File: src/rtl/imem_arbiter.sv
// Two-port (fetch/debug) round-robin arbiter in front of a synchronous instruction memory.
// Range-checks each relative address and returns a one-cycle response strobe per request.
//
// state   | meaning
// --------+---------------------------------------------------------------
// S_IDLE  | ready for the granted port, accepts one request
// S_ISSUE | mem_en high, mem_addr = latched addr + BASE_ADDR
// S_WAIT  | memory read in flight, mem_data captured at end of cycle
// S_RESP  | owner rsp_valid high for one cycle, then back to S_IDLE
module imem_arbiter #(
   parameter logic [31:0] BASE_ADDR = 32'd0,
   parameter logic [31:0] MEM_SIZE  = 32'd15
) (
   input  logic        clk,
   input  logic        rst_n,
   input  logic        f_req_valid,
   input  logic [31:0] f_req_addr,
   output logic        f_req_ready,
   output logic        f_rsp_valid,
   output logic [31:0] f_rsp_data,
   output logic        f_rsp_err,
   input  logic        d_req_valid,
   input  logic [31:0] d_req_addr,
   output logic        d_req_ready,
   output logic        d_rsp_valid,
   output logic [31:0] d_rsp_data,
   output logic        d_rsp_err,
   output logic        mem_en,
   output logic [31:0] mem_addr,
   input  logic [31:0] mem_data,
   output logic        busy
);

   typedef enum logic [1:0] {S_IDLE, S_ISSUE, S_WAIT, S_RESP} state_t;

   state_t      r_state;
   logic        r_owner_d;
   logic        r_last_d;
   logic        r_mem_en;
   logic [31:0] r_mem_addr;
   logic        r_f_rsp_valid;
   logic [31:0] r_f_rsp_data;
   logic        r_f_rsp_err;
   logic        r_d_rsp_valid;
   logic [31:0] r_d_rsp_data;
   logic        r_d_rsp_err;

   logic        w_idle;
   logic        w_grant_f;
   logic        w_grant_d;
   logic        w_accept;
   logic [31:0] w_addr;
   logic        w_in_range;

   // Fetch wins a tie only when debug was the last port served.
   assign w_idle     = (r_state == S_IDLE);
   assign w_grant_f  = f_req_valid && (!d_req_valid || r_last_d);
   assign w_grant_d  = d_req_valid && !w_grant_f;
   assign w_accept   = w_idle && (w_grant_f || w_grant_d);
   assign w_addr     = w_grant_d ? d_req_addr : f_req_addr;
   assign w_in_range = (w_addr <= MEM_SIZE);

   assign f_req_ready = w_idle && w_grant_f;
   assign d_req_ready = w_idle && w_grant_d;
   assign busy        = !w_idle;
   assign mem_en      = r_mem_en;
   assign mem_addr    = r_mem_addr;
   assign f_rsp_valid = r_f_rsp_valid;
   assign f_rsp_data  = r_f_rsp_data;
   assign f_rsp_err   = r_f_rsp_err;
   assign d_rsp_valid = r_d_rsp_valid;
   assign d_rsp_data  = r_d_rsp_data;
   assign d_rsp_err   = r_d_rsp_err;

   always_ff @(posedge clk or negedge rst_n) begin
      if (!rst_n) begin
         r_state       <= S_IDLE;
         r_owner_d     <= 1'b0;
         r_last_d      <= 1'b1;
         r_mem_en      <= 1'b0;
         r_mem_addr    <= 32'd0;
         r_f_rsp_valid <= 1'b0;
         r_f_rsp_data  <= 32'd0;
         r_f_rsp_err   <= 1'b0;
         r_d_rsp_valid <= 1'b0;
         r_d_rsp_data  <= 32'd0;
         r_d_rsp_err   <= 1'b0;
      end else begin
         r_mem_en      <= 1'b0;
         r_f_rsp_valid <= 1'b0;
         r_d_rsp_valid <= 1'b0;
         case (r_state)
            S_IDLE: begin
               if (w_accept) begin
                  r_owner_d <= w_grant_d;
                  r_last_d  <= w_grant_d;
                  if (w_in_range) begin
                     r_state    <= S_ISSUE;
                     r_mem_en   <= 1'b1;
                     r_mem_addr <= w_addr + BASE_ADDR;
                  end else begin
                     // Out-of-range requests skip the memory and answer next cycle.
                     r_state <= S_RESP;
                     if (w_grant_d) begin
                        r_d_rsp_valid <= 1'b1;
                        r_d_rsp_data  <= 32'd0;
                        r_d_rsp_err   <= 1'b1;
                     end else begin
                        r_f_rsp_valid <= 1'b1;
                        r_f_rsp_data  <= 32'd0;
                        r_f_rsp_err   <= 1'b1;
                     end
                  end
               end
            end
            S_ISSUE: r_state <= S_WAIT;
            S_WAIT: begin
               r_state <= S_RESP;
               if (r_owner_d) begin
                  r_d_rsp_valid <= 1'b1;
                  r_d_rsp_data  <= mem_data;
                  r_d_rsp_err   <= 1'b0;
               end else begin
                  r_f_rsp_valid <= 1'b1;
                  r_f_rsp_data  <= mem_data;
                  r_f_rsp_err   <= 1'b0;
               end
            end
            S_RESP:  r_state <= S_IDLE;
            default: r_state <= S_IDLE;
         endcase
      end
   end

endmodule

File: config.mk
export PLATFORM = sky130hd
export DESIGN_NAME = imem_arbiter
export DESIGN_NICKNAME = d
export VERILOG_FILES = /design/src/rtl/imem_arbiter.sv
export SDC_FILE = /design/constraint.sdc
export NUM_CORES = 1
export LEC_CHECK = 0
export CAP_MARGIN = 40
export CORE_MARGIN = 2
export CORE_UTILIZATION = 46
export CTS_CLUSTER_DIAMETER = 120
export DETAILED_ROUTE_END_ITERATION = 12
export MAX_ROUTING_LAYER = met4
export PLACE_DENSITY = 0.89
export SLEW_MARGIN = 20
export SYNTH_ARGS = -nofsm -noshare
export SYNTH_HDL_FRONTEND = slang
export SYNTH_SLANG_ARGS = --single-unit
File: constraint.sdc
create_clock -name clk -period 4.38 [get_ports clk]
set_input_delay 0.876 -clock clk [delete_from_list [all_inputs] [get_ports clk]]
set_output_delay 0.876 -clock clk [all_outputs]
set_load 0.005 [all_outputs]
# Word level (Yosys, flattened, before mapping)

Cells that the tools add are included.

Word-level logic and storage cells: 74
Input port bits: 100
Output and inout port bits: 104
Bits in registers: 105

Multiplexer cells: 37
Order comparisons: 1
Equal/unequal tests: 9
Reduce and logical (&&, ||, !) cells: 16

Operators by type and width:

| cell                                                                    | count |
|---|---|
| 32-bit 2-to-1 mux                                                       | 9 |
| 32-bit one-hot mux with 2 select lines                                  | 2 |
| 32-bit by 4-bit <= comparator with 1-bit output (second input constant) | 1 |
| 1-bit 2-to-1 mux                                                        | 19 |
| 5-bit AND reduction                                                     | 2 |
| 2-bit != test (second input constant)                                   | 4 |
| 1-bit one-hot mux with 2 select lines                                   | 4 |
| 2-bit one-hot mux with 4 select lines                                   | 1 |
| 1-bit logical AND                                                       | 5 |
| 2-bit == test (second input constant)                                   | 2 |
| 2-bit 2-to-1 mux                                                        | 2 |
| 2-bit by 1-bit != test with 1-bit output (second input constant)        | 2 |
| 1-bit logical NOT                                                       | 3 |
| 3-bit AND reduction                                                     | 1 |
| 2-bit by 1-bit == test with 1-bit output (second input constant)        | 1 |
| 2-bit logical NOT                                                       | 1 |
| 1-bit logical OR                                                        | 2 |
| 2-bit AND reduction                                                     | 1 |
| 2-bit nonzero test                                                      | 1 |

# Longest topological paths before layout

Word-level depth: 10
Depth in mapped cells: 10
Gate-level depth less buffers: 7

# Least setup slack after synthesis

Ideal clock, no wire load.

Path type: input port to flip-flop
Start point: input f_req_valid
End point: register r_mem_addr[3], in the netlist mem_addr[3]
Library setup time: 0.125 ns
Cell stages on the path: 7
Path buffers: 2
Slack: 2.104 ns
Data required time: 4.255 ns
Data arrival time: 2.151 ns
Path through: buf_2 -> a21bo_4 -> nand4_2 -> nor2_4 -> o221ai_2 -> buf_6 -> mux2_4

Longest elaborated chain between the ends: 6
Elaborated cells on any way between the ends: 8
Those cells by class: order compare (1); mux (1); reduce/logical (6)

Ends and longest elaborated chain:

| what                                                                                 | line   | text |
|---|---|---|
| start, declared                                                                      | 16     | `input logic f_req_valid,` |
| 1-bit logical AND *                                                                  | 57     | `assign w_grant_f = f_req_valid && (!d_req_valid \|\| r_last_d);` |
| 1-bit logical NOT                                                                    | 58     | `assign w_grant_d = d_req_valid && !w_grant_f;` |
| 1-bit logical AND                                                                    | 58     |  |
| 32-bit 2-to-1 mux or 1-bit logical OR (tied branches)                                | 60, 59 |  |
| 32-bit by 4-bit <= comparator with 1-bit output or 1-bit logical AND (tied branches) | 61, 59 |  |
| 3-bit AND reduction (no source line)                                                 | n/a    |  |
| end signal, assigned                                                                 | 100    | `r_mem_addr <= w_addr + BASE_ADDR;` |
| end, declared                                                                        | 40     | `logic [31:0] r_mem_addr;` |

Mark *: on every way between the ends. The rest lies on a longest branch, timed or not.
A chain may end at the register's enable or synchronous reset.

# Worst setup path in the final report

Start point: input f_req_valid
End point: output d_req_ready

Longest elaborated chain between the ends: 4

Ends and longest elaborated chain:

| what              | line | text |
|---|---|---|
| 1-bit logical AND | 57   |  |
| 1-bit logical NOT | 58   |  |
| 1-bit logical AND | 58   |  |
| 1-bit logical AND | 64   | `assign d_req_ready = w_idle && w_grant_d;` |
| end, declared     | 24   | `output logic d_req_ready,` |

No other way between the ends.

==> impl_results.md <==
- ANT cells: 0
- CTS tree: yes
- Drt first pass iters: 6
- Sequential power share: between 30 and 40%
- Slew headroom: between 40% and 50%
- Worst R2R Setup Slack: between 1.5 and 2 ns
- Cts hold-fix bufs: 0
- Chip Width: between 100 and 150 µm
- Area after detailed placement: 6890 µm²
- Top post-synthesis cells by area: dfrtp_1, a221o_1, nand2_1, nor3b_1, and2_1
- Part of the cycle the worst path needs: 79.2%
- Worst r2r src: r_state[0]
- Switching part of the total: 38.3%
- Register area share after synthesis: 55.6%
- Worst vdd ir: roughly 0.00032 V
- Drt first-iter violations: 262
- Mean number of vias per cell: 5.41
- Clock power share: 14.3%
- Outcome: completed
- Final slew viol count: 0
- CP Launch Type: primary input
- Post-route DRC: 0
- Worst Reg2Reg Path Length in Cells: 8
- Fmax: slightly below 300 MHz
- Comb pwr share: 49.7%
- Crit path DAT: roughly 2.6 ns
- Initial Util: 46.7%
- Syn_nets: around 570
- Gr ovfl total: 0
- Clk slew on worst S/H paths: 0.12 ns
- Row count: 37
- RSZ-0062 raised after global routing: false
- Worst hold slack: 0.361 ns
- Max cap viols: 0
- Commonest non-fill, non-tap cell in the layout: clkdlybuf4s50_1
- Via count: 4315
- Gp weighted congestion: 0.870
- Pin count of the biggest net entering global routing: 66
- Post-CTS Resized: 0
- Area grow syn2layout: 49.7%
- Die H: 105 µm
- Depth of the CTS H-tree: 3
- Share of Yosys cell area claimed by the top area cell type: 55.0%
- Power density cells: 595 nW/µm²
- WP data required: roughly 3.5 ns
- Worst slew pin tran: 0.801 ns
- Latest clock arrival within the worst-skew pair: approximately 0.37 ns
- Wirelength, routed: between 10000 and 15000 µm
- PortBufs: 203
- Mapped Cells: 471
- TritonCTS buffer count: 9
- Multi-input logic area: 1940 µm²
- Core Region: 10100 µm²
- Yosys top cell by area: dfrtp_1
- FILL cells: 730
- Mean Syn Cell Area: 10.0 µm²
- Synthesized flop and latch total: 105
- Die Area: between 10000 and 15000 µm²
- Final worst slack: 0.910 ns
- CTS Root Cell: clkbuf_8
- Most frequent cells in the layout: clkdlybuf4s50_1, dfrtp_1, nand2_1
- Leakage: 3.01 nW
- First-pass GRT wire length: 22300 µm
- Crit path max fanout: 8
- Nets: 758
- Unique masters post-synth: 38
- Skew final: 0.0151 ns
- Setup Buffers After CTS: 0
- WS Path Type: primary input to primary output
- Io pins: 204
- Vias in the first global route: 4425
- Initial antenna violation count: 0
- Critical path endpoint category: primary output
- Clock tree sinks: 105
- Synth Cell Area: around 4700 µm²
- Final setup fails: 0
- Pre-CTS setup slack: 0.924 ns
- Share of cells above drive strength 1: between 6 and 7%
- HPWL after detailed placement: 9740 µm
- Int Power: 2.60 mW
- Yosys warns: 0
- Setup tns final: 0 ns
- Final hold vios: 0
- Crit path time final: around 3.5 ns
- Global Route Usage Sum: 25.6%
- DR WL/cell: 17.1 µm
- Fin util: a little over two thirds
- Routed Antenna Nets: 0
- P_sw: ~1.6 mW
- Fin area: 7090 µm²
- Register area: 2630 µm²
- HP Class: primary input to async pin
- Clock Path Buffers: 2
- Worst r2r dst: d_rsp_err
[worst max-delay path by stage]
stage / depth (start not counted) / to / start
floorplan: 3 / d_req_ready / f_req_valid
global placement: 4 / d_req_ready / d_req_valid
detailed placement: 4 / d_req_ready / d_req_valid
CTS: 4 / d_req_ready / d_req_valid
global route: 4 / d_req_ready / d_req_valid
finish: 4 / d_req_ready / f_req_valid
[routing by layer]
metal | global-route usage (%) | part of all wire, % | up-vias
met1 | 33.9 | 44 | 2097
met3 | 5.50 | 6.0 | 21
li1 | - | - | 2027
met2 | 39.9 | 48 | 170
met4 | 7.71 | 1.3 | 0
met5 | - | 0 | -
[state kept, by name (all words and copies together) (netlist names)]
name,flops
d_rsp_err,1
f_rsp_err,1
mem_en,1
d_rsp_data,32
f_rsp_valid,1
r_last_d,1
f_rsp_data,32
r_state,2
mem_addr,32
r_owner_d,1
d_rsp_valid,1
[Yosys cell counts]
cell type / count
clkbuf_1: 16
nand4_2: 1
buf_2: 17
inv_1: 7
nor2_1: 34
a31oi_1: 1
and2_1: 29
nand4_1: 3
o21ba_2: 1
nor2_2: 1
clkbuf_2: 2
o221ai_2: 1
nor4_2: 3
o21ai_0: 35
ha_1: 2
nor3_2: 2
dfrtp_1: 104
nor2_4: 1
a21o_1: 1
nand2_1: 80
nor4_1: 11
mux2_2: 3
o21ai_1: 2
mux2_4: 1
nor3_1: 1
a221o_1: 32
o211ai_1: 2
a21bo_4: 1
o221ai_1: 1
buf_6: 1
buf_1: 1
nand2b_1: 3
nand3_1: 1
nor3b_1: 32
o311ai_0: 2
dfstp_2: 1
a21oi_1: 34
o21a_1: 1
[critical path, cell delays in order]
cell and delay [ns]:
clkdlybuf4s50_1 0.57, a21bo_4 0.33, nor2_2 0.24, clkdlybuf4s50_1 0.58
[final cells by class]
cell class,instances,share of cell area (%)
Timing Repair Buffer,211,30.0
Multi-Input combinational cell,322,27.3
Sequential cell,105,37.1
Clock buffer,9,1.75
Clock inverter,7,1.06
Inverter,7,0.371
Tap cell,136,2.40
[stage by stage]
step	total power, mW	instances
final	4.22	797
after floorplan	2.58	471
after global placement	3.54	779
after detailed placement	3.64	781
after CTS	4.25	797
after global routing	4.51	797
[kinds of logic after synthesis]
family	share of synthesized area (%)
and+or+nand+nor	22.3
AOI/OAI and AO/OA	16.5
DFF	55.6
buffers and inverters	4.15
muxes	1.03
adders and majority gates	0.529
[power groups by stage]
| stage | sequential [mW] | combinational, mW | clock [mW] |
|---|---|---|---|
| 2_1_floorplan | 1.53 | 1.05 | 0 |
| 3_3_place_gp | 1.51 | 2.03 | 0 |
| 3_5_place_dp | 1.53 | 2.11 | 0 |
| 4_1_cts | 1.52 | 2.11 | 0.617 |
| 5_1_grt | 1.56 | 2.30 | 0.658 |
| 6_report | 1.52 | 2.10 | 0.604 |
No activity file was read; power rests on OpenSTA's default activity.
